<file path="config.mk">
export PLATFORM = sky130hd
export DESIGN_NAME = fast_corner_packer
export DESIGN_NICKNAME = d
export VERILOG_FILES = /design/src/rtl/fast_pkg.sv /design/src/rtl/fast_sync_fifo.sv /design/src/rtl/fast_corner_packer.sv
export SDC_FILE = /design/constraint.sdc
export NUM_CORES = 2
export LEC_CHECK = 0
export CORE_AREA = 2 2 362 364
export CTS_BUF_LIST = sky130_fd_sc_hd__clkbuf_4 sky130_fd_sc_hd__clkbuf_8 sky130_fd_sc_hd__clkbuf_16
export DETAILED_ROUTE_END_ITERATION = 12
export DIE_AREA = 0 0 364 366
export GPL_ROUTABILITY_DRIVEN = 1
export PLACE_DENSITY = 0.71
export SLEW_MARGIN = 10
export SYNTH_ARGS = -nofsm -noshare
export SYNTH_HDL_FRONTEND = slang
export SYNTH_SLANG_ARGS = --single-unit
</file>
<file path="constraint.sdc">
create_clock -name clk -period 5.7 [get_ports clk]
set_clock_uncertainty 0.2 [all_clocks]
set_input_delay 0.57 -clock clk [delete_from_list [all_inputs] [get_ports clk]]
set_output_delay 0.57 -clock clk [all_outputs]
set_load 0.005 [all_outputs]
</file>
<file path="src/rtl/fast_pkg.sv">
// Shared constants, word layout and FSM encoding for the FAST corner packer.
// Pure declarations: no logic, no latency.
// No flow control of its own.
`timescale 1ns/1ps
package fast_pkg;

    localparam int FIELD_W     = 12;
    localparam int X_LSB       = 0;
    localparam int Y_LSB       = 12;
    localparam int SCORE_LSB   = 24;
    localparam logic [7:0] TRAILER_TAG = 8'hFF;

    typedef enum logic [1:0] {
        ST_STREAM  = 2'd0,
        ST_DRAIN   = 2'd1,
        ST_TRAILER = 2'd2
    } state_t;

    function automatic int calc_x_w(input int col_num);
        return $clog2(col_num);
    endfunction

    function automatic int calc_y_w(input int row_num);
        return $clog2(row_num);
    endfunction

    function automatic logic [31:0] pack_word(input logic [FIELD_W-1:0] x,
                                              input logic [FIELD_W-1:0] y,
                                              input logic [7:0]         score);
        logic [31:0] w;
        w = '0;
        w[X_LSB +: FIELD_W]  = x;
        w[Y_LSB +: FIELD_W]  = y;
        w[SCORE_LSB +: 8]    = score;
        return w;
    endfunction

endpackage

</file>
<file path="src/rtl/fast_sync_fifo.sv">
// Show-ahead synchronous FIFO with a registered head word (zero when empty).
// Latency: a write into an empty FIFO appears on rd_dat the next cycle.
// Caller must not write when full unless it reads in the same cycle.
`timescale 1ns/1ps
module fast_sync_fifo #(
    parameter int WIDTH = 32,
    parameter int DEPTH = 64
)(
    input  logic                       clk,
    input  logic                       rst,
    input  logic                       wr_en,
    input  logic [WIDTH-1:0]           wr_dat,
    input  logic                       rd_en,
    output logic [WIDTH-1:0]           rd_dat,
    output logic                       full,
    output logic                       empty,
    output logic [$clog2(DEPTH):0]     count
);
    localparam int AW = $clog2(DEPTH);

    logic [WIDTH-1:0] mem [DEPTH];
    logic [AW-1:0]    wr_ptr;
    logic [AW-1:0]    rd_ptr;
    logic [AW-1:0]    rd_ptr_nxt;
    logic [AW:0]      count_nxt;

    always_comb begin
        rd_ptr_nxt = rd_ptr + AW'(rd_en);
        count_nxt  = count + (AW+1)'(wr_en) - (AW+1)'(rd_en);
    end

    assign full  = (count == (AW+1)'(DEPTH));
    assign empty = (count == '0);

    always_ff @(posedge clk) begin
        if (wr_en)
            mem[wr_ptr] <= wr_dat;
    end

    // The next head is forwarded from the write port when that slot is written this cycle.
    always_ff @(posedge clk or negedge rst) begin
        if (!rst) begin
            wr_ptr <= '0;
            rd_ptr <= '0;
            count  <= '0;
            rd_dat <= '0;
        end else begin
            wr_ptr <= wr_ptr + AW'(wr_en);
            rd_ptr <= rd_ptr_nxt;
            count  <= count_nxt;
            if (count_nxt == '0)
                rd_dat <= '0;
            else if (wr_en && (wr_ptr == rd_ptr_nxt))
                rd_dat <= wr_dat;
            else
                rd_dat <= mem[rd_ptr_nxt];
        end
    end

endmodule

</file>
<file path="src/rtl/fast_corner_packer.sv">
// Packs corner events into 32-bit stream words and closes each frame with a count trailer.
// Latency: corner accepted in cycle N is on m_tdata in N+1; trailer one cycle after entering TRAILER.
// Backpressure: FIFO absorbs m_tready stalls, drops (sticky overflow) when full. Option: FAST_PACK_DROPCNT_EN.
`timescale 1ns/1ps
module fast_corner_packer
    import fast_pkg::*;
#(
    parameter  int COL_NUM     = 640,
    parameter  int ROW_NUM     = 480,
    parameter  int SCORE_WIDTH = 8,
    parameter  int FIFO_DEPTH  = 64,
    localparam int X_W         = calc_x_w(COL_NUM),
    localparam int Y_W         = calc_y_w(ROW_NUM)
)(
    input  logic                   clk,
    input  logic                   rst,
    input  logic                   ce,
    input  logic                   corner_valid,
    input  logic [X_W-1:0]         corner_x,
    input  logic [Y_W-1:0]         corner_y,
    input  logic [SCORE_WIDTH-1:0] corner_score,
    input  logic                   frame_end,
    output logic [31:0]            m_tdata,
    output logic                   m_tvalid,
    input  logic                   m_tready,
    output logic                   m_tlast,
    output logic                   overflow,
`ifdef FAST_PACK_DROPCNT_EN
    output logic                   frame_err,
    output logic [7:0]             drop_cnt
`else
    output logic                   frame_err
`endif
);
    localparam int CW = $clog2(FIFO_DEPTH) + 1;

    state_t          state, state_nxt;
    logic [CW-1:0]   drain_cnt, drain_nxt;
    logic [CW-1:0]   fifo_count, occ_nxt;
    logic [15:0]     frame_cnt, frame_cnt_sat, trail_cnt;
    logic [7:0]      trail_drop;
    logic [31:0]     fifo_rd_dat, corner_word;
    logic            fifo_full, fifo_empty;
    logic            push_req, push, drop, xfer, fifo_pop, fe, fe_accept;

    assign corner_word = pack_word(FIELD_W'(corner_x), FIELD_W'(corner_y), 8'(corner_score));

    assign m_tvalid  = (state == ST_TRAILER) | ~fifo_empty;
    assign m_tlast   = (state == ST_TRAILER);
    assign m_tdata   = (state == ST_TRAILER) ? {TRAILER_TAG, trail_drop, trail_cnt} : fifo_rd_dat;

    assign xfer      = m_tvalid & m_tready & ce;
    assign fifo_pop  = xfer & (state != ST_TRAILER);
    assign push_req  = ce & corner_valid;
    // A same-cycle pop frees the slot, so a full FIFO can still accept.
    assign push      = push_req & (~fifo_full | fifo_pop);
    assign drop      = push_req & ~push;
    assign fe        = ce & frame_end;
    assign fe_accept = fe & (state == ST_STREAM);
    assign occ_nxt   = fifo_count + CW'(push) - CW'(fifo_pop);
    assign frame_cnt_sat = (push && frame_cnt != 16'hFFFF) ? frame_cnt + 16'd1 : frame_cnt;

    fast_sync_fifo #(
        .WIDTH (32),
        .DEPTH (FIFO_DEPTH)
    ) u_fifo (
        .clk    (clk),
        .rst    (rst),
        .wr_en  (push),
        .wr_dat (corner_word),
        .rd_en  (fifo_pop),
        .rd_dat (fifo_rd_dat),
        .full   (fifo_full),
        .empty  (fifo_empty),
        .count  (fifo_count)
    );

    always_comb begin
        state_nxt = state;
        drain_nxt = drain_cnt;
        case (state)
            ST_STREAM: begin
                if (fe) begin
                    drain_nxt = occ_nxt;
                    state_nxt = (occ_nxt == '0) ? ST_TRAILER : ST_DRAIN;
                end
            end
            ST_DRAIN: begin
                if (fifo_pop) begin
                    drain_nxt = drain_cnt - CW'(1);
                    if (drain_cnt == CW'(1))
                        state_nxt = ST_TRAILER;
                end
            end
            ST_TRAILER: begin
                if (xfer)
                    state_nxt = ST_STREAM;
            end
            default: state_nxt = ST_STREAM;
        endcase
    end

    always_ff @(posedge clk or negedge rst) begin
        if (!rst) begin
            state     <= ST_STREAM;
            drain_cnt <= '0;
            frame_cnt <= '0;
            trail_cnt <= '0;
            overflow  <= 1'b0;
            frame_err <= 1'b0;
        end else begin
            state     <= state_nxt;
            drain_cnt <= drain_nxt;
            overflow  <= overflow | drop;
            frame_err <= frame_err | (fe & ~fe_accept);
            if (fe_accept) begin
                trail_cnt <= frame_cnt_sat;
                frame_cnt <= '0;
            end else begin
                frame_cnt <= frame_cnt_sat;
            end
        end
    end

`ifdef FAST_PACK_DROPCNT_EN
    logic [7:0] drop_q, drop_sat;

    assign drop_sat = (drop && drop_q != 8'hFF) ? drop_q + 8'd1 : drop_q;
    assign drop_cnt = drop_q;

    always_ff @(posedge clk or negedge rst) begin
        if (!rst) begin
            drop_q     <= '0;
            trail_drop <= '0;
        end else if (fe_accept) begin
            trail_drop <= drop_sat;
            drop_q     <= '0;
        end else begin
            drop_q     <= drop_sat;
        end
    end
`else
    assign trail_drop = 8'h00;
`endif

endmodule

</file>
# Yosys cells after proc, flatten, opt, wreduce, memory -nomap -nowiden
# Memories as Yosys holds them, arrays and structs flattened.
# Index checks and enable logic that the tools add are counted.
[totals]
ff_bits = 94
ramBits = 1728
elab_cells = 69
mem_count = 1
[memory_table]
columns = ["memory", "words", "word_bits", "rd", "rd_ports_with_merged_regs", "wr", "line", "source"]
rows = [
  ["u_fifo.mem", 64, 27, 1, 0, 1, "fast_sync_fifo.sv:21", "logic [WIDTH-1:0] mem [DEPTH];"],
]
[op_classes]
n_addsub = 6
eq_ne = 11
n_mux = 16
bitwise_logic = 17
n_reduce_logical = 8
[op_table]
columns = ["operator", "n"]
rows = [
  ["two-way mux 32 bit", 3],
  ["two-way mux 16 bit", 2],
  ["adder 16 x 1 -> 16 bit (second input constant)", 1],
  ["inequality test 16 bit (second input constant)", 1],
  ["logical NOT 7 bit", 2],
  ["two-way mux 7 bit", 2],
  ["one-hot mux 7 bit (2 select lines)", 1],
  ["adder 6 x 1 -> 6 bit", 2],
  ["two-way mux 2 bit", 5],
  ["AND 1 bit", 9],
  ["inequality test 2 bit (second input constant)", 4],
  ["adder 7 x 1 -> 7 bit", 1],
  ["== test 7 x 1 -> 1 bit (second input constant)", 1],
  ["== test 7 bit (second input constant)", 1],
  ["subtractor 7 x 1 -> 7 bit", 1],
  ["subtractor 7 x 1 -> 7 bit (second input constant)", 1],
  ["== test 6 bit", 1],
  ["one-hot mux 2 bit (3 select lines)", 1],
  ["inverter 1 bit", 4],
  ["bitwise OR 1 bit", 4],
  ["AND reduction 4 bit", 1],
  ["AND reduction 3 bit", 1],
  ["== test 2 x 1 -> 1 bit (second input constant)", 1],
  ["== test 2 bit (second input constant)", 1],
  ["5 further kinds", 7],
]

# Longest topological paths before layout
[depth]
ltp_word = 14
mapped_depth = 20
depth_no_buf = 18

# By module
# From an unflattened synthesis, not the netlist that was laid out.
[hier_totals]
cells_unflattened = 3805
area_unflattened_um2 = 83217.3
[modules_own_cells]
columns = ["module", "n_inst", "cells_per_inst", "area_each_um2"]
rows = [
  ["fast_sync_fifo", 1, 3480, 80547.3],
  ["fast_corner_packer", 1, 325, 2670.1],
]

# Least setup slack after synthesis
# OpenSTA, ideal clock, no wires.
[synth_timing]
path_kind = "register to register"
startpoint = "reg state[0]"
endpoint = "reg state[0]"
t_arrival_ns = 3.993
required_time_ns = 5.364
path_slack_ns = 1.370
path_stages_with_launch = 20
n_path_buf = 4
period_less_slack_ns = 4.330
path_cell_list = "dfrtp_1 nand2b_1 inv_1 clkbuf_1 buf_1 nor2_1 ha_1 inv_1 ha_1 inv_1 fa_1 nand2b_1 a21oi_1 o21ai_0 a21oi_1 o21ai_0 a211oi_1 clkbuf_1 clkbuf_1 o21ai_0"
[synth_via]
elab_chain_len = 13
word_cells_on_any_way = 21
[synth_lines]
columns = ["element", "line", "source"]
rows = [
  ["start, declared", "fast_corner_packer.sv:37", "state_t state, state_nxt;"],
  ["start signal, assigned", "fast_corner_packer.sv:112", "state <= state_nxt;"],
  ["== test 2 bit *", "n/a", ""],
  ["named net m_tlast", "fast_corner_packer.sv:26", "output logic m_tlast,"],
  ["bitwise OR 1 bit", "fast_corner_packer.sv:48", "assign m_tvalid = (state == ST_TRAILER) | ~fifo_empty;"],
  ["AND 1 bit (2 in series)", "fast_corner_packer.sv:52", "assign xfer = m_tvalid & m_tready & ce;"],
  ["AND 1 bit", "fast_corner_packer.sv:53", "assign fifo_pop = xfer & (state != ST_TRAILER);"],
  ["bitwise OR 1 bit", "fast_corner_packer.sv:56", "assign push = push_req & (~fifo_full | fifo_pop);"],
  ["AND 1 bit", "fast_corner_packer.sv:56", ""],
  ["adder 7 x 1 -> 7 bit", "fast_corner_packer.sv:60", "assign occ_nxt = fifo_count + CW'(push) - CW'(fifo_pop);"],
  ["subtractor 7 x 1 -> 7 bit", "fast_corner_packer.sv:60", ""],
  ["logical NOT 7 bit", "fast_corner_packer.sv:85", "state_nxt = (occ_nxt == '0) ? ST_TRAILER : ST_DRAIN;"],
  ["two-way mux 2 bit", "fast_corner_packer.sv:85", ""],
  ["two-way mux 2 bit", "fast_corner_packer.sv:83", "if (fe) begin"],
  ["one-hot mux 2 bit (3 select lines)", "fast_corner_packer.sv:81", "case (state)"],
]
# Mark *: on every way through the listed nets, which the timed path passes. The rest lies on a longest branch. The select of a mux whose other input is x is not followed.
# A chain may end at the register's enable or synchronous reset.

# Worst setup path after layout
[layout_timing]
startpoint = "reg u_fifo.count[5]"
endpoint = "reg u_fifo.rd_dat[25]"
[layout_via]
word_cells_on_any_way = 19
[layout_lines]
columns = ["element", "line", "source"]
rows = [
  ["start, declared", "fast_sync_fifo.sv:17", "output logic [$clog2(DEPTH):0] count"],
  ["start signal, assigned", "fast_sync_fifo.sv:50", "count <= count_nxt;"],
  ["logical NOT 7 bit *", "fast_sync_fifo.sv:33", "assign empty = (count == '0);"],
  ["inverter 1 bit *", "fast_corner_packer.sv:48", ""],
  ["bitwise OR 1 bit *", "fast_corner_packer.sv:48", ""],
  ["AND 1 bit * (2 in series)", "fast_corner_packer.sv:52", ""],
  ["AND 1 bit *", "fast_corner_packer.sv:53", ""],
  ["adder 6 x 1 -> 6 bit *", "fast_sync_fifo.sv:28", "rd_ptr_nxt = rd_ptr + AW'(rd_en);"],
  ["named net u_fifo.rd_ptr_nxt[1]", "fast_sync_fifo.sv:24", "logic [AW-1:0] rd_ptr_nxt;"],
  ["parallel branches: the longest is 2 deep, another holds memory (64 x 27 bit)", "n/a", ""],
  ["two-way mux 32 bit *", "fast_sync_fifo.sv:53", "else if (wr_en && (wr_ptr == rd_ptr_nxt))"],
  ["two-way mux 32 bit *", "fast_sync_fifo.sv:51", "if (count_nxt == '0)"],
  ["end signal, assigned", "fast_sync_fifo.sv:54", "rd_dat <= wr_dat;"],
  ["end signal, assigned", "fast_sync_fifo.sv:56", "rd_dat <= mem[rd_ptr_nxt];"],
  ["end, declared", "fast_sync_fifo.sv:14", "output logic [WIDTH-1:0] rd_dat,"],
]
# Mark *: on every way through the listed nets, which the timed path passes.

==> out/qor.csv <==
metric,value,unit
status,"finished, final reports clean",
wl,174800,µm
worst_slack,119.0,ps
power.leakage,0.02584,µW
clockBufferDepth,3,
area_growth,13.38,%
h-tree-depth,4,
yosys.area.top_type,edfxtp_1,
cts_buffers,172,
cts_tree,done,
start_util,54.72,%
ios,69,
relSlewSlack,18.14,%
drc_errors,0,
synth.area.top_cells,"edfxtp_1, mux4_2, dfrtp_1",
yosys_warnings,0,
core-area,129000,µm²
hold_viol,0,
r2r_cells,15,
portBuffers,65,
powerDensity,492.6,nW/µm²
drtPass1Iterations,5,
post-route-util,62.04,%
cap_violations,0,
vias,35919,
rrSetupSlack,120,ps
die_y,366,µm
use_met3,5.498,%
vdd.ir_drop.worst,0.4917,mV
drt-vias-per-instance,6.495,
finalSetupViolations,0,
drt_iter0_drc,5114,
die_w,364,µm
fin_tns_setup,0,ps
finalPower,39420,µW
grt_max_degree,80,
ys_ff_latch,1817,
endpoint_kind,register,
synth-main-ff-cell,edfxtp_1,
netlist_instances,3415,
slew_viol_final,0,
busiest_layer,met2,
num_rows,132,
worstSetupPathType,register to register,
path_clk_slew,60,ps
drive_above_1_share,26.33,%
drtAntennaViolNets,0,
cp_max_fo,51,
required,6120,ps
grt.overflow.total,0,
place_congestion,0.8375,
syn_area_per_cell,20.67,µm²
insertion_delay,790,ps
path_cells,"inv_1, ha_1, nor4bb_1, nand3b_1, nand3_1, nor2_1, ha_4, ha_4, buf_12, buf_12, mux4_2, mux2i_1, o22ai_1, nor4_1, nor4_1",
rsz0062_at_grt,no,
layout.cells.non_filler,5530,
critPathLaunchType,register,
grtUsageMet1,39.22,%
final_nets,3698,
clock-sinks,1817,
timing.final.crit_period,5581,ps
fmax,0.1792,GHz
grt_pass1_vias,35442,
synth_top_area_share,73.52,%
track_usage,26.56,%
dp_worst_setup_slack,217.6,ps
synth-async-reset-ratio,4.898,%
dieArea,133200,µm²
ys_types,60,
ys_seq_area_share,76.68,%
fin_crit_sh,97.91,%
synth_area,70580,µm²
grt_util_met2,40.30,%
dpl.hpwl,98690,µm
grt_pass1_wl,252600,µm
cts_setup_buffers,0,
synth_most_common_cell,edfxtp_1,
ys_top_cells_by_count,"edfxtp_1, mux4_2, nor2_1",
routedWlPerCell,31.61,µm
clock-root-buffer,clkbuf_16,
cp_data_arrival_time,6000,ps
worst_slew_pin_slew,1225,ps
hp-class,input port to async pin,
crit_slowest_cell,nor4_1,
rr_endpoint,u_fifo.rd_dat[25],
antenna_found_initial,5,
dpl.cell_count,5215,
worstReg2RegStart,u_fifo.count[5],
synth-edff-count,1728,
max_stage_delay,940,ps
layer usage:
layer / up-vias / wire length (µm)
met5: - / 7
met4: 2 / 5216
met3: 288 / 18430
met2: 2125 / 82470
met1: 18870 / 68680
li1: 14634 / -
layout make-up:
cell class                 count  area, µm²
clock buffer                 214       4748
inverter                      28      115.1
tap                         1742       2180
antenna                        1      2.502
sequential                  1817      54120
fill                        8597      48970
clock inverter                99      735.7
timing repair buffer         261       2187
multi-input combinational   1368      15930
stage by stage:
step                area, µm²  hold WS [ps]
finish                  80020         159.2
global route            80020         177.8
CTS                     80010         141.3
detailed placement      74520         261.8
global placement        74520         258.9
floorplan               70580         74.41
power by group:
group	switching (µW)	internal [µW]	total [µW]
clock	4800	6310	11100
combinational	7410	5490	12900
sequential	317	15100	15400
total	12500	26900	39400
logic make-up after synthesis:
kind of cell	share of synthesized area [%]
compound gates	2.468
xor+xnor	0.4308
fa+ha+maj	0.3120
buf+inv	1.486
flops	76.68
mux	15.33
other cells	0.005313
simple gates	3.285
worst max-delay path by stage:
stage	cells after the start	slack [ps]	start	endpoint
floorplan	19	1370	state[0]	state[0]
global placement	15	260	u_fifo.count[5]	u_fifo.rd_dat[18]
detailed placement	15	220	u_fifo.count[5]	u_fifo.rd_dat[18]
CTS	15	140	u_fifo.count[5]	u_fifo.rd_dat[18]
global route	15	10	u_fifo.count[5]	u_fifo.rd_dat[25]
finish	15	120	u_fifo.count[5]	u_fifo.rd_dat[25]
sequential cells by signal, indices dropped and copies added, names as in the netlist:
signal	cells
u_fifo.mem	1728
u_fifo.rd_dat	27
frame_cnt	16
trail_cnt	16
drain_cnt	7
u_fifo.count	7
u_fifo.rd_ptr	6
u_fifo.wr_ptr	6
state	2
frame_err	1
overflow	1
placed cells by master, fill, tap and decap left out, types with 34 or more instances in the layout:
| cell | n |
|---|---|
| o21ai_0 | 50 |
| a31oi_1 | 47 |
| clkbuf_4 | 34 |
| mux4_2 | 402 |
| dfrtp_1 | 89 |
| edfxtp_1 | 1728 |
| nor4_1 | 72 |
| clkbuf_16 | 179 |
| mux2i_1 | 161 |
| buf_4 | 180 |
| nand2_1 | 70 |
| nor2_4 | 44 |
| clkdlybuf4s50_1 | 37 |
| nand3_1 | 85 |
| clkinv_1 | 43 |
| nor2_1 | 104 |
critical path: cells and delay by family, from the launching register on:
family                   cells  cell delay (ps)
adder cells (fa/ha/maj)      3             1010
multiplexers                 2              760
buffers and inverters        3              710
AND/OR/NAND/NOR              6             1990
flip-flops                   1              390
AO/OA/AOI/OAI                1              250
what timing repair did:
action | 4_1_cts | 5_1_grt
hold endpoints to repair | 39 | 0
hold buffers | 1 | 0
resized for setup | 0 | 1
endpoints found under the setup margin | 0 | 1
Power figures use the tool's default switching activity.
